[src/rtl/xform_transpose_apply.sv]
// xform_transpose_apply
//
// Applies the transpose of a spatial transform to a 6-vector force during the
// backward sweep: f_parent = X^T * f_child, where X = [E 0; B E] is supplied as
// the 15 sparse entries produced by the transform generator. The three entries
// the generator never produces (E_AZ_AX, B_LZ_AY, B_LZ_AZ) are taken as zero.
//
// A single signed multiplier is time-shared over a fixed 23-step MAC schedule.
// Each output is accumulated at full precision and rounded once, with floor
// rounding, on its last term.
//
// Ports
//   clk, reset_n            clock, synchronous active-low reset
//   in_valid / in_ready     operand handshake; in_ready is high only when idle
//   xform_in_<ROW>_<COL>    15 transform entries, X[row][col]
//   f_in_AX..f_in_AZ        child force, angular part n
//   f_in_LX..f_in_LZ        child force, linear part fL
//   out_valid / out_ready   result handshake; out_valid holds until accepted
//   f_out_AX..f_out_LZ      parent-frame force

module xform_transpose_apply #(
  parameter int unsigned WIDTH        = 32,
  parameter int unsigned DECIMAL_BITS = 16
) (
  input  logic             clk,
  input  logic             reset_n,

  input  logic             in_valid,
  output logic             in_ready,

  input  logic [WIDTH-1:0] xform_in_AX_AX,
  input  logic [WIDTH-1:0] xform_in_AX_AY,
  input  logic [WIDTH-1:0] xform_in_AX_AZ,
  input  logic [WIDTH-1:0] xform_in_AY_AX,
  input  logic [WIDTH-1:0] xform_in_AY_AY,
  input  logic [WIDTH-1:0] xform_in_AY_AZ,
  input  logic [WIDTH-1:0] xform_in_AZ_AY,
  input  logic [WIDTH-1:0] xform_in_AZ_AZ,
  input  logic [WIDTH-1:0] xform_in_LX_AX,
  input  logic [WIDTH-1:0] xform_in_LX_AY,
  input  logic [WIDTH-1:0] xform_in_LX_AZ,
  input  logic [WIDTH-1:0] xform_in_LY_AX,
  input  logic [WIDTH-1:0] xform_in_LY_AY,
  input  logic [WIDTH-1:0] xform_in_LY_AZ,
  input  logic [WIDTH-1:0] xform_in_LZ_AX,

  input  logic [WIDTH-1:0] f_in_AX,
  input  logic [WIDTH-1:0] f_in_AY,
  input  logic [WIDTH-1:0] f_in_AZ,
  input  logic [WIDTH-1:0] f_in_LX,
  input  logic [WIDTH-1:0] f_in_LY,
  input  logic [WIDTH-1:0] f_in_LZ,

  output logic             out_valid,
  input  logic             out_ready,

  output logic [WIDTH-1:0] f_out_AX,
  output logic [WIDTH-1:0] f_out_AY,
  output logic [WIDTH-1:0] f_out_AZ,
  output logic [WIDTH-1:0] f_out_LX,
  output logic [WIDTH-1:0] f_out_LY,
  output logic [WIDTH-1:0] f_out_LZ
);

  // Two headroom bits would cover five terms; one more keeps the sum safe
  // even with every product at its most negative value.
  localparam int unsigned AccW     = 2 * WIDTH + 3;
  localparam logic [4:0]  LastStep = 5'd22;

  // Coefficient slots in latch order.
  localparam logic [3:0] CAxAx = 4'd0;
  localparam logic [3:0] CAxAy = 4'd1;
  localparam logic [3:0] CAxAz = 4'd2;
  localparam logic [3:0] CAyAx = 4'd3;
  localparam logic [3:0] CAyAy = 4'd4;
  localparam logic [3:0] CAyAz = 4'd5;
  localparam logic [3:0] CAzAy = 4'd6;
  localparam logic [3:0] CAzAz = 4'd7;
  localparam logic [3:0] CLxAx = 4'd8;
  localparam logic [3:0] CLxAy = 4'd9;
  localparam logic [3:0] CLxAz = 4'd10;
  localparam logic [3:0] CLyAx = 4'd11;
  localparam logic [3:0] CLyAy = 4'd12;
  localparam logic [3:0] CLyAz = 4'd13;
  localparam logic [3:0] CLzAx = 4'd14;

  // Force operand slots: n = 0..2, fL = 3..5. Also used as output slots.
  localparam logic [2:0] VnX = 3'd0;
  localparam logic [2:0] VnY = 3'd1;
  localparam logic [2:0] VnZ = 3'd2;
  localparam logic [2:0] VfX = 3'd3;
  localparam logic [2:0] VfY = 3'd4;
  localparam logic [2:0] VfZ = 3'd5;

  typedef enum logic [1:0] {StIdle, StRun, StDone} state_e;

  state_e                  state_q;
  logic [4:0]              step_q;
  logic signed [AccW-1:0]  acc_q;
  logic                    out_valid_q;
  logic signed [WIDTH-1:0] out_q [6];
  logic signed [WIDTH-1:0] xf_q  [15];
  logic signed [WIDTH-1:0] f_q   [6];

  // Step schedule decode.
  logic [3:0] coef_sel;
  logic [2:0] opnd_sel;
  logic [2:0] out_sel;
  logic       first_term;
  logic       last_term;

  always_comb begin
    coef_sel   = CAxAx;
    opnd_sel   = VnX;
    out_sel    = 3'd0;
    first_term = 1'b0;
    last_term  = 1'b0;
    case (step_q)
      // f_out_AX
      5'd0:  begin coef_sel = CAxAx; opnd_sel = VnX; first_term = 1'b1; end
      5'd1:  begin coef_sel = CAyAx; opnd_sel = VnY; end
      5'd2:  begin coef_sel = CLxAx; opnd_sel = VfX; end
      5'd3:  begin coef_sel = CLyAx; opnd_sel = VfY; end
      5'd4:  begin coef_sel = CLzAx; opnd_sel = VfZ; last_term = 1'b1; out_sel = 3'd0; end
      // f_out_AY
      5'd5:  begin coef_sel = CAxAy; opnd_sel = VnX; first_term = 1'b1; end
      5'd6:  begin coef_sel = CAyAy; opnd_sel = VnY; end
      5'd7:  begin coef_sel = CAzAy; opnd_sel = VnZ; end
      5'd8:  begin coef_sel = CLxAy; opnd_sel = VfX; end
      5'd9:  begin coef_sel = CLyAy; opnd_sel = VfY; last_term = 1'b1; out_sel = 3'd1; end
      // f_out_AZ
      5'd10: begin coef_sel = CAxAz; opnd_sel = VnX; first_term = 1'b1; end
      5'd11: begin coef_sel = CAyAz; opnd_sel = VnY; end
      5'd12: begin coef_sel = CAzAz; opnd_sel = VnZ; end
      5'd13: begin coef_sel = CLxAz; opnd_sel = VfX; end
      5'd14: begin coef_sel = CLyAz; opnd_sel = VfY; last_term = 1'b1; out_sel = 3'd2; end
      // f_out_LX
      5'd15: begin coef_sel = CAxAx; opnd_sel = VfX; first_term = 1'b1; end
      5'd16: begin coef_sel = CAyAx; opnd_sel = VfY; last_term = 1'b1; out_sel = 3'd3; end
      // f_out_LY
      5'd17: begin coef_sel = CAxAy; opnd_sel = VfX; first_term = 1'b1; end
      5'd18: begin coef_sel = CAyAy; opnd_sel = VfY; end
      5'd19: begin coef_sel = CAzAy; opnd_sel = VfZ; last_term = 1'b1; out_sel = 3'd4; end
      // f_out_LZ
      5'd20: begin coef_sel = CAxAz; opnd_sel = VfX; first_term = 1'b1; end
      5'd21: begin coef_sel = CAyAz; opnd_sel = VfY; end
      5'd22: begin coef_sel = CAzAz; opnd_sel = VfZ; last_term = 1'b1; out_sel = 3'd5; end
      default: ;
    endcase
  end

  // Shared multiplier and accumulator datapath.
  logic signed [WIDTH-1:0]   coef;
  logic signed [WIDTH-1:0]   opnd;
  logic signed [2*WIDTH-1:0] coef_ext;
  logic signed [2*WIDTH-1:0] opnd_ext;
  logic signed [2*WIDTH-1:0] prod;
  logic signed [AccW-1:0]    prod_ext;
  logic signed [AccW-1:0]    acc_sum;
  logic signed [AccW-1:0]    acc_shift;
  logic [WIDTH-1:0]          result_word;
  logic                      unused_shift_bits;

  always_comb begin
    coef     = xf_q[coef_sel];
    opnd     = f_q[opnd_sel];
    // Sign-extend before multiplying so the low 2*WIDTH bits are the exact product.
    coef_ext = {{WIDTH{coef[WIDTH-1]}}, coef};
    opnd_ext = {{WIDTH{opnd[WIDTH-1]}}, opnd};
    prod     = coef_ext * opnd_ext;
    prod_ext = {{3{prod[2*WIDTH-1]}}, prod};
    acc_sum  = (first_term ? '0 : acc_q) + prod_ext;
    // Arithmetic shift gives floor rounding; upper bits are dropped (wrap).
    acc_shift   = acc_sum >>> DECIMAL_BITS;
    result_word = acc_shift[WIDTH-1:0];
  end

  assign unused_shift_bits = ^acc_shift[AccW-1:WIDTH];

  // Control FSM and all state.
  always_ff @(posedge clk) begin
    if (!reset_n) begin
      state_q     <= StIdle;
      step_q      <= '0;
      acc_q       <= '0;
      out_valid_q <= 1'b0;
      for (int k = 0; k < 6; k++) begin
        out_q[k] <= '0;
        f_q[k]   <= '0;
      end
      for (int k = 0; k < 15; k++) begin
        xf_q[k] <= '0;
      end
    end else begin
      case (state_q)
        StIdle: begin
          if (in_valid) begin
            xf_q[CAxAx] <= xform_in_AX_AX;
            xf_q[CAxAy] <= xform_in_AX_AY;
            xf_q[CAxAz] <= xform_in_AX_AZ;
            xf_q[CAyAx] <= xform_in_AY_AX;
            xf_q[CAyAy] <= xform_in_AY_AY;
            xf_q[CAyAz] <= xform_in_AY_AZ;
            xf_q[CAzAy] <= xform_in_AZ_AY;
            xf_q[CAzAz] <= xform_in_AZ_AZ;
            xf_q[CLxAx] <= xform_in_LX_AX;
            xf_q[CLxAy] <= xform_in_LX_AY;
            xf_q[CLxAz] <= xform_in_LX_AZ;
            xf_q[CLyAx] <= xform_in_LY_AX;
            xf_q[CLyAy] <= xform_in_LY_AY;
            xf_q[CLyAz] <= xform_in_LY_AZ;
            xf_q[CLzAx] <= xform_in_LZ_AX;
            f_q[VnX]    <= f_in_AX;
            f_q[VnY]    <= f_in_AY;
            f_q[VnZ]    <= f_in_AZ;
            f_q[VfX]    <= f_in_LX;
            f_q[VfY]    <= f_in_LY;
            f_q[VfZ]    <= f_in_LZ;
            step_q      <= '0;
            state_q     <= StRun;
          end
        end
        StRun: begin
          acc_q <= acc_sum;
          if (last_term) begin
            out_q[out_sel] <= result_word;
          end
          if (step_q == LastStep) begin
            step_q      <= '0;
            out_valid_q <= 1'b1;
            state_q     <= StDone;
          end else begin
            step_q <= step_q + 5'd1;
          end
        end
        StDone: begin
          if (out_ready) begin
            out_valid_q <= 1'b0;
            state_q     <= StIdle;
          end
        end
        default: state_q <= StIdle;
      endcase
    end
  end

  assign in_ready  = (state_q == StIdle);
  assign out_valid = out_valid_q;
  assign f_out_AX  = out_q[0];
  assign f_out_AY  = out_q[1];
  assign f_out_AZ  = out_q[2];
  assign f_out_LX  = out_q[3];
  assign f_out_LY  = out_q[4];
  assign f_out_LZ  = out_q[5];

endmodule

[config.mk]
export PLATFORM = sky130hd
export DESIGN_NAME = xform_transpose_apply
export DESIGN_NICKNAME = d
export VERILOG_FILES = /design/src/rtl/xform_transpose_apply.sv
export SDC_FILE = /design/constraint.sdc
export NUM_CORES = 2
export LEC_CHECK = 0
export CORE_MARGIN = 2
export CORE_UTILIZATION = 50
export CTS_CLUSTER_SIZE = 30
export DETAILED_ROUTE_END_ITERATION = 6
export PLACE_DENSITY = 0.73
export SLEW_MARGIN = 20
export SYNTH_ARGS = -nofsm -noshare
export SYNTH_HDL_FRONTEND = slang
export SYNTH_SLANG_ARGS = --single-unit
[constraint.sdc]
create_clock -name clk -period 25.6 [get_ports clk]
set_clock_uncertainty 0.2 [all_clocks]
set_input_delay 3.84 -clock clk [delete_from_list [all_inputs] [get_ports clk]]
set_output_delay 3.84 -clock clk [all_outputs]
set_load 0.01 [all_outputs]
* Word-level counts from Yosys, hierarchy flattened *
Memories as Yosys holds them, arrays and structs flattened.
Index checks and enable logic that the tools add are counted.

operators by class
  order comparisons = 0
  muxes and demuxes = 49
  $add $sub $neg = 2
  shifts and indexed selects = 0
  div/mod/pow operators = 0
  equal/unequal tests = 27
  $mul = 1
  reduce and logical (&&, ||, !) cells = 22
  bitwise logic cells = 21

operator list
  kind                 count
  $mux 32              22
  $add 67x67->67       1
  $mux 67              1
  $mul 32x32->64       1
  $pmux 4 s14          1
  $eq 5x4->1 const B   8
  $eq 5x5->1 const B   7
  $reduce_or 32->1     1
  $pmux 3 s5           2
  $reduce_or 6->1      4
  $or 1x1->1           21
  $eq 5x3->1 const B   4
  $reduce_or 2->1      8
  $mux 1               14
  $eq 5x2->1 const B   2
  $mux 5               2
  $pmux 5 s2           1
  $mux 2               3
  $ne 2x2->1 const B   3
  $pmux 2 s3           1
  $reduce_and 3->1     2
  $reduce_or 3->1      2
  $add 5x1->5 const B  1
  $eq 5x1->1 const B   1
  8 further kinds      9

storage, ports and cells
  word-level logic and storage cells = 129
  ROM bits = 0
  output and inout port bits = 194
  bits in latches = 0
  memory bits (writable) = 864
  register bits = 75
  memories = 3
  input port bits = 676

memory list
  memory  depth  width  read ports  clocked after memory_dff  write ports  line  text
  xf_q    15     32     1           0                         15           102   logic signed [WIDTH-1:0] xf_q [15];
  f_q     6      32     1           0                         6            103   logic signed [WIDTH-1:0] f_q [6];
  out_q   6      32     6           0                         6            101   logic signed [WIDTH-1:0] out_q [6];

* Depth between registers and ports, before layout *
  depth after elaboration = 9
  gate-level depth with buffers = 62
  gate-level depth less buffers = 52

* Worst setup path before layout *
OpenSTA, ideal clock, no wires.

  kind = in2reg
  start = input port reset_n
  end = memory f_q[0][0] (enable)
  stages = 3
  data arrival time = 15,182 ps
  data required time = 20,707 ps
  path slack = 5,526 ps
  setup time = 4,693 ps
  buffers on the path = 2
  cells stage by stage = clkbuf_1 > clkbuf_1 > nand2_1

RTL lines
  item                line  text
  start: declaration  26    input logic reset_n,
  end: declaration    103

==> flow_summary.html <==
<table>
<tr><th>Metric</th><th>Value</th></tr>
<tr><th colspan="2">Placed design</th></tr>
<tr><td>Placed instance count</td><td>9,263</td></tr>
<tr><td>HPWL after DPL</td><td>178 mm</td></tr>
<tr><td>RD Place Congestion</td><td>0.960</td></tr>
<tr><td>Input/output buffers</td><td>869</td></tr>
<tr><th colspan="2">Drt</th></tr>
<tr><td>Detail Route Antenna Nets</td><td>0</td></tr>
<tr><td>Starting DRT DRC Count</td><td>5,118</td></tr>
<tr><td>Routed Wire Length</td><td>233 mm</td></tr>
<tr><td>Number of DRC violations after detailed routing</td><td>8</td></tr>
<tr><td>Routed WL per cell</td><td>24.6 um</td></tr>
<tr><td>TritonRoute pass-1 iters</td><td>7</td></tr>
<tr><td>Via count</td><td>52,800</td></tr>
<tr><td>Detail-routed via count per cell</td><td>5.58</td></tr>
<tr><th colspan="2">Die</th></tr>
<tr><td>Core Box Area</td><td>142,000 um^2</td></tr>
<tr><td>Effective utilization at floorplan</td><td>0.503</td></tr>
<tr><td>Die width</td><td>382 um</td></tr>
<tr><td>Overall die height</td><td>382 um</td></tr>
<tr><td>IO Count</td><td>870</td></tr>
<tr><td>Die footprint</td><td>146,000 um^2</td></tr>
<tr><td>Number of placement rows</td><td>138</td></tr>
<tr><th colspan="2">STA</th></tr>
<tr><td>Ratio of final minimum period to clock period</td><td>0.609</td></tr>
<tr><td>Summed negative setup slack over all endpoints</td><td>0 ps</td></tr>
<tr><td>Final Max Slew Viols</td><td>0</td></tr>
<tr><td>Setup violators final</td><td>0</td></tr>
<tr><td>Final Hold Vio Count</td><td>0</td></tr>
<tr><td>RSZ-0062 raised after global routing</td><td>false</td></tr>
<tr><td>Hold slack final</td><td>252 ps</td></tr>
<tr><td>Worst-case headroom to the max-slew limit</td><td>0.195</td></tr>
<tr><td>Fin crit period</td><td>15,600 ps</td></tr>
<tr><td>Max Fclk</td><td>64.1 MHz</td></tr>
<tr><td>Transition time of the tightest slew-check pin</td><td>1180 ps</td></tr>
<tr><th colspan="2">Logic synthesis</th></tr>
<tr><td>Distinct cell type count of the synthesized netlist</td><td>89</td></tr>
<tr><td>Flip-flop and latch count after synthesis</td><td>920</td></tr>
<tr><td>Yosys warning count</td><td>0</td></tr>
<tr><td>Number of flops mapped to enable cells by yosys</td><td>864</td></tr>
<tr><td>Netlist area before placement</td><td>71,300 um^2</td></tr>
<tr><td>Sequential area share after synthesis</td><td>0.380</td></tr>
<tr><td>Synth Area per Inst</td><td>10.5 um^2</td></tr>
<tr><td>Cells after Synth</td><td>6,774</td></tr>
<tr><td>Mapped Nets</td><td>8,509</td></tr>
<tr><td>Asr flop ratio synth</td><td>0</td></tr>
<tr><td>Most frequently used flop master after synthesis</td><td>sky130_fd_sc_hd__edfxtp_1</td></tr>
<tr><th colspan="2">CTS</th></tr>
<tr><td>Worst-Skew Late Latency</td><td>740 ps</td></tr>
<tr><td>Post-cts gate resize count</td><td>0</td></tr>
<tr><td>H-tree levels</td><td>3</td></tr>
<tr><td>Largest buffer count on any clock path</td><td>3</td></tr>
<tr><td>Number of hold-repair buffers added at the cts stage</td><td>0</td></tr>
<tr><td>Root cell of the clock tree</td><td>sky130_fd_sc_hd__clkbuf_16</td></tr>
<tr><td>Post-CTS setup buffer count</td><td>0</td></tr>
<tr><td>Clk sink count</td><td>920</td></tr>
<tr><td>Clock tree from TritonCTS</td><td>built</td></tr>
<tr><td>Cts bufs inserted</td><td>97</td></tr>
<tr><td>Post-CTS clock slew at the launch and capture registers of the worst setup and hold paths</td><td>60 ps</td></tr>
<tr><th colspan="2">Status</th></tr>
<tr><td>Status</td><td>finished, violations left</td></tr>
<tr><td>Violations in the final reports</td><td>design-rule violations</td></tr>
<tr><th colspan="2">Setup path</th></tr>
<tr><td>Data arrival time at the worst-slack endpoint</td><td>15,870 ps</td></tr>
<tr><td>CP endpoint kind</td><td>register</td></tr>
<tr><td>Maximum cell stage delay along the critical path</td><td>810 ps</td></tr>
<tr><td>Combined buffer and inverter count along the critical path</td><td>4</td></tr>
<tr><td>Gate family responsible for the most delay along the worst path</td><td>compound AO/OA/AOI/OAI gates</td></tr>
<tr><td>Critical path startpoint category</td><td>register</td></tr>
<tr><td>Max stage delay cell, worst path</td><td>sky130_fd_sc_hd__buf_4</td></tr>
<tr><td>Required time reported for the critical path endpoint</td><td>25,870 ps</td></tr>
<tr><td>Largest fanout of any net on the critical path</td><td>68</td></tr>
<tr><td>Setup slack of the most critical reg-to-reg path</td><td>10,000 ps</td></tr>
<tr><td>Critical path start-end classification</td><td>reg -&gt; reg</td></tr>
<tr><td>Most frequent CP cell</td><td>sky130_fd_sc_hd__ha_1</td></tr>
<tr><th colspan="2">Hold path</th></tr>
<tr><td>Class of the worst hold path</td><td>reg -&gt; reg</td></tr>
<tr><th colspan="2">Global routing</th></tr>
<tr><td>First-pass GRT wire length</td><td>347 mm</td></tr>
<tr><td>Pin count of the biggest net entering global routing</td><td>172</td></tr>
<tr><td>Grt total ovfl</td><td>0</td></tr>
<tr><td>Initial antenna violation count</td><td>33</td></tr>
<tr><td>Number of global-route vias before repair</td><td>54,700</td></tr>
<tr><td>Total track usage</td><td>0.321</td></tr>
<tr><th colspan="2">Final layout</th></tr>
<tr><td>Area growth from synthesis to final layout</td><td>19.4%</td></tr>
<tr><td>Net count reported at finish</td><td>9,207</td></tr>
<tr><td>Count of non-filler cells in the finished layout</td><td>9,467</td></tr>
<tr><td>Fraction of layout instances using a drive strength above 1</td><td>0.0557</td></tr>
<tr><td>Final cell utilization of the core</td><td>0.601</td></tr>
<tr><th colspan="2">Flow run</th></tr>
<tr><td>Count of max-cap constraint violations</td><td>0</td></tr>
</table>
state kept, by name (all words and copies together) (netlist names):
name / flops
state_q: 2
out_valid: 1
xf_q: 480
acc_q: 48
out_q: 192
f_q: 192
step_q: 5
cells in the final DEF (no fill, tap or decap), types with 97 or more instances in the layout:
cell type	instances
sky130_fd_sc_hd__clkdlybuf4s50_1	868
sky130_fd_sc_hd__edfxtp_1	864
sky130_fd_sc_hd__inv_1	860
sky130_fd_sc_hd__fa_1	840
sky130_fd_sc_hd__nor2_1	782
sky130_fd_sc_hd__and2_1	744
sky130_fd_sc_hd__nand2_1	708
sky130_fd_sc_hd__ha_1	219
sky130_fd_sc_hd__a21oi_1	205
sky130_fd_sc_hd__nand3_1	158
sky130_fd_sc_hd__nand2b_1	129
sky130_fd_sc_hd__buf_4	107
sky130_fd_sc_hd__clkbuf_16	97
metrics by stage:
| step | area (um^2) | setup slack (ps) |
|---|---|---|
| 3_5_place_dp | 81900 | 10130 |
| 6_report | 85100 | 10000 |
| 5_1_grt | 85000 | 9360 |
| 2_1_floorplan | 71300 | 5530 |
| 3_3_place_gp | 81900 | 10330 |
| 4_1_cts | 85000 | 10090 |
synth_stat cells (6+ instances only):
master | count | share of area
sky130_fd_sc_hd__nand2b_1 | 131 | 0.011
sky130_fd_sc_hd__nand2_1 | 710 | 0.037
sky130_fd_sc_hd__ha_1 | 219 | 0.038
sky130_fd_sc_hd__buf_6 | 11 | 0.0017
sky130_fd_sc_hd__dfxtp_1 | 56 | 0.016
sky130_fd_sc_hd__nor2_1 | 784 | 0.041
sky130_fd_sc_hd__edfxtp_1 | 864 | 0.36
sky130_fd_sc_hd__a211oi_1 | 18 | 0.0019
sky130_fd_sc_hd__o21ai_0 | 71 | 0.0050
sky130_fd_sc_hd__o21bai_1 | 14 | 0.0015
sky130_fd_sc_hd__a21o_1 | 66 | 0.0070
sky130_fd_sc_hd__a222oi_1 | 22 | 0.0031
sky130_fd_sc_hd__a311oi_1 | 17 | 0.0021
sky130_fd_sc_hd__or3_1 | 9 | 0.00079
sky130_fd_sc_hd__mux2i_1 | 90 | 0.013
sky130_fd_sc_hd__and3_1 | 19 | 0.0017
sky130_fd_sc_hd__a32oi_1 | 7 | 0.00086
sky130_fd_sc_hd__buf_1 | 37 | 0.0019
sky130_fd_sc_hd__clkbuf_1 | 283 | 0.015
sky130_fd_sc_hd__and2_1 | 745 | 0.065
sky130_fd_sc_hd__o21ai_1 | 6 | 0.00042
sky130_fd_sc_hd__buf_2 | 25 | 0.0018
sky130_fd_sc_hd__xor2_1 | 33 | 0.0041
sky130_fd_sc_hd__o21a_1 | 28 | 0.0029
sky130_fd_sc_hd__buf_4 | 19 | 0.0020
sky130_fd_sc_hd__a21oi_1 | 214 | 0.015
sky130_fd_sc_hd__a21boi_0 | 6 | 0.00063
sky130_fd_sc_hd__nor3_1 | 16 | 0.0011
sky130_fd_sc_hd__xnor2_1 | 80 | 0.0098
sky130_fd_sc_hd__nand3_1 | 159 | 0.011
sky130_fd_sc_hd__or2_2 | 31 | 0.0027
sky130_fd_sc_hd__a221o_1 | 11 | 0.0015
sky130_fd_sc_hd__a31oi_1 | 13 | 0.0011
sky130_fd_sc_hd__nand4_1 | 10 | 0.00088
sky130_fd_sc_hd__o31ai_1 | 6 | 0.00063
sky130_fd_sc_hd__mux2_2 | 62 | 0.0098
sky130_fd_sc_hd__fa_1 | 840 | 0.24
sky130_fd_sc_hd__nor2b_1 | 38 | 0.0033
sky130_fd_sc_hd__a22oi_1 | 9 | 0.00095
sky130_fd_sc_hd__inv_1 | 860 | 0.045
sky130_fd_sc_hd__o211ai_1 | 29 | 0.0031
metal layers:
metal  vias to the layer above  part of all wire  global-route usage
met1                     26500              0.38               0.410
met3                       517             0.082              0.0546
met4                         8             0.052               0.157
li1                      23100                 -                   -
met5                         -           0.00023                   0
met2                      2687              0.49               0.531
worst min-delay path, delay by kind of cell (launching register included):
family             cells  cell delay, ps
AOI/OAI and AO/OA      1              50
DFF                    1             310
and+or+nand+nor        1              50
cell type report:
cell class,instances,area (um^2)
fill,11700,56500
multi-input combinational,4613,39700
sequential,920,27100
timing repair buffer,977,9530
inverter,863,3240
clock buffer,118,2510
tap,1890,2360
clock inverter,53,559
antenna,33,82.6
worst paths after layout:
check                               from                          to  cells past startpoint
setup / recovery  step_q[4]$_SDFFE_PN0P_  out_q[1][31]$_SDFFCE_PN0P_                     49
hold / removal     acc_q[7]$_SDFFE_PN0P_       acc_q[7]$_SDFFE_PN0P_                      2
setup reg to reg  step_q[4]$_SDFFE_PN0P_  out_q[1][31]$_SDFFCE_PN0P_                     49
hold reg to reg    acc_q[7]$_SDFFE_PN0P_       acc_q[7]$_SDFFE_PN0P_                      2
cell families (layout without fill, tap and decap cells):
logic type / Yosys count / after routing / share of synthesized area
DFF: 920 / 920 / 0.380
AOI/OAI and AO/OA: 603 / 603 / 0.0574
muxes: 158 / 158 / 0.0241
other: 0 / 33 / 0
and+or+nand+nor: 2672 / 2672 / 0.180
buffers and inverters: 1241 / 2011 / 0.0685
adders and majority gates: 1059 / 1059 / 0.274
xor gates and xnor gates: 121 / 121 / 0.0162
Power is not shown: default switching activity piles up to over one toggle a cycle in this logic, so the estimate is an artifact.
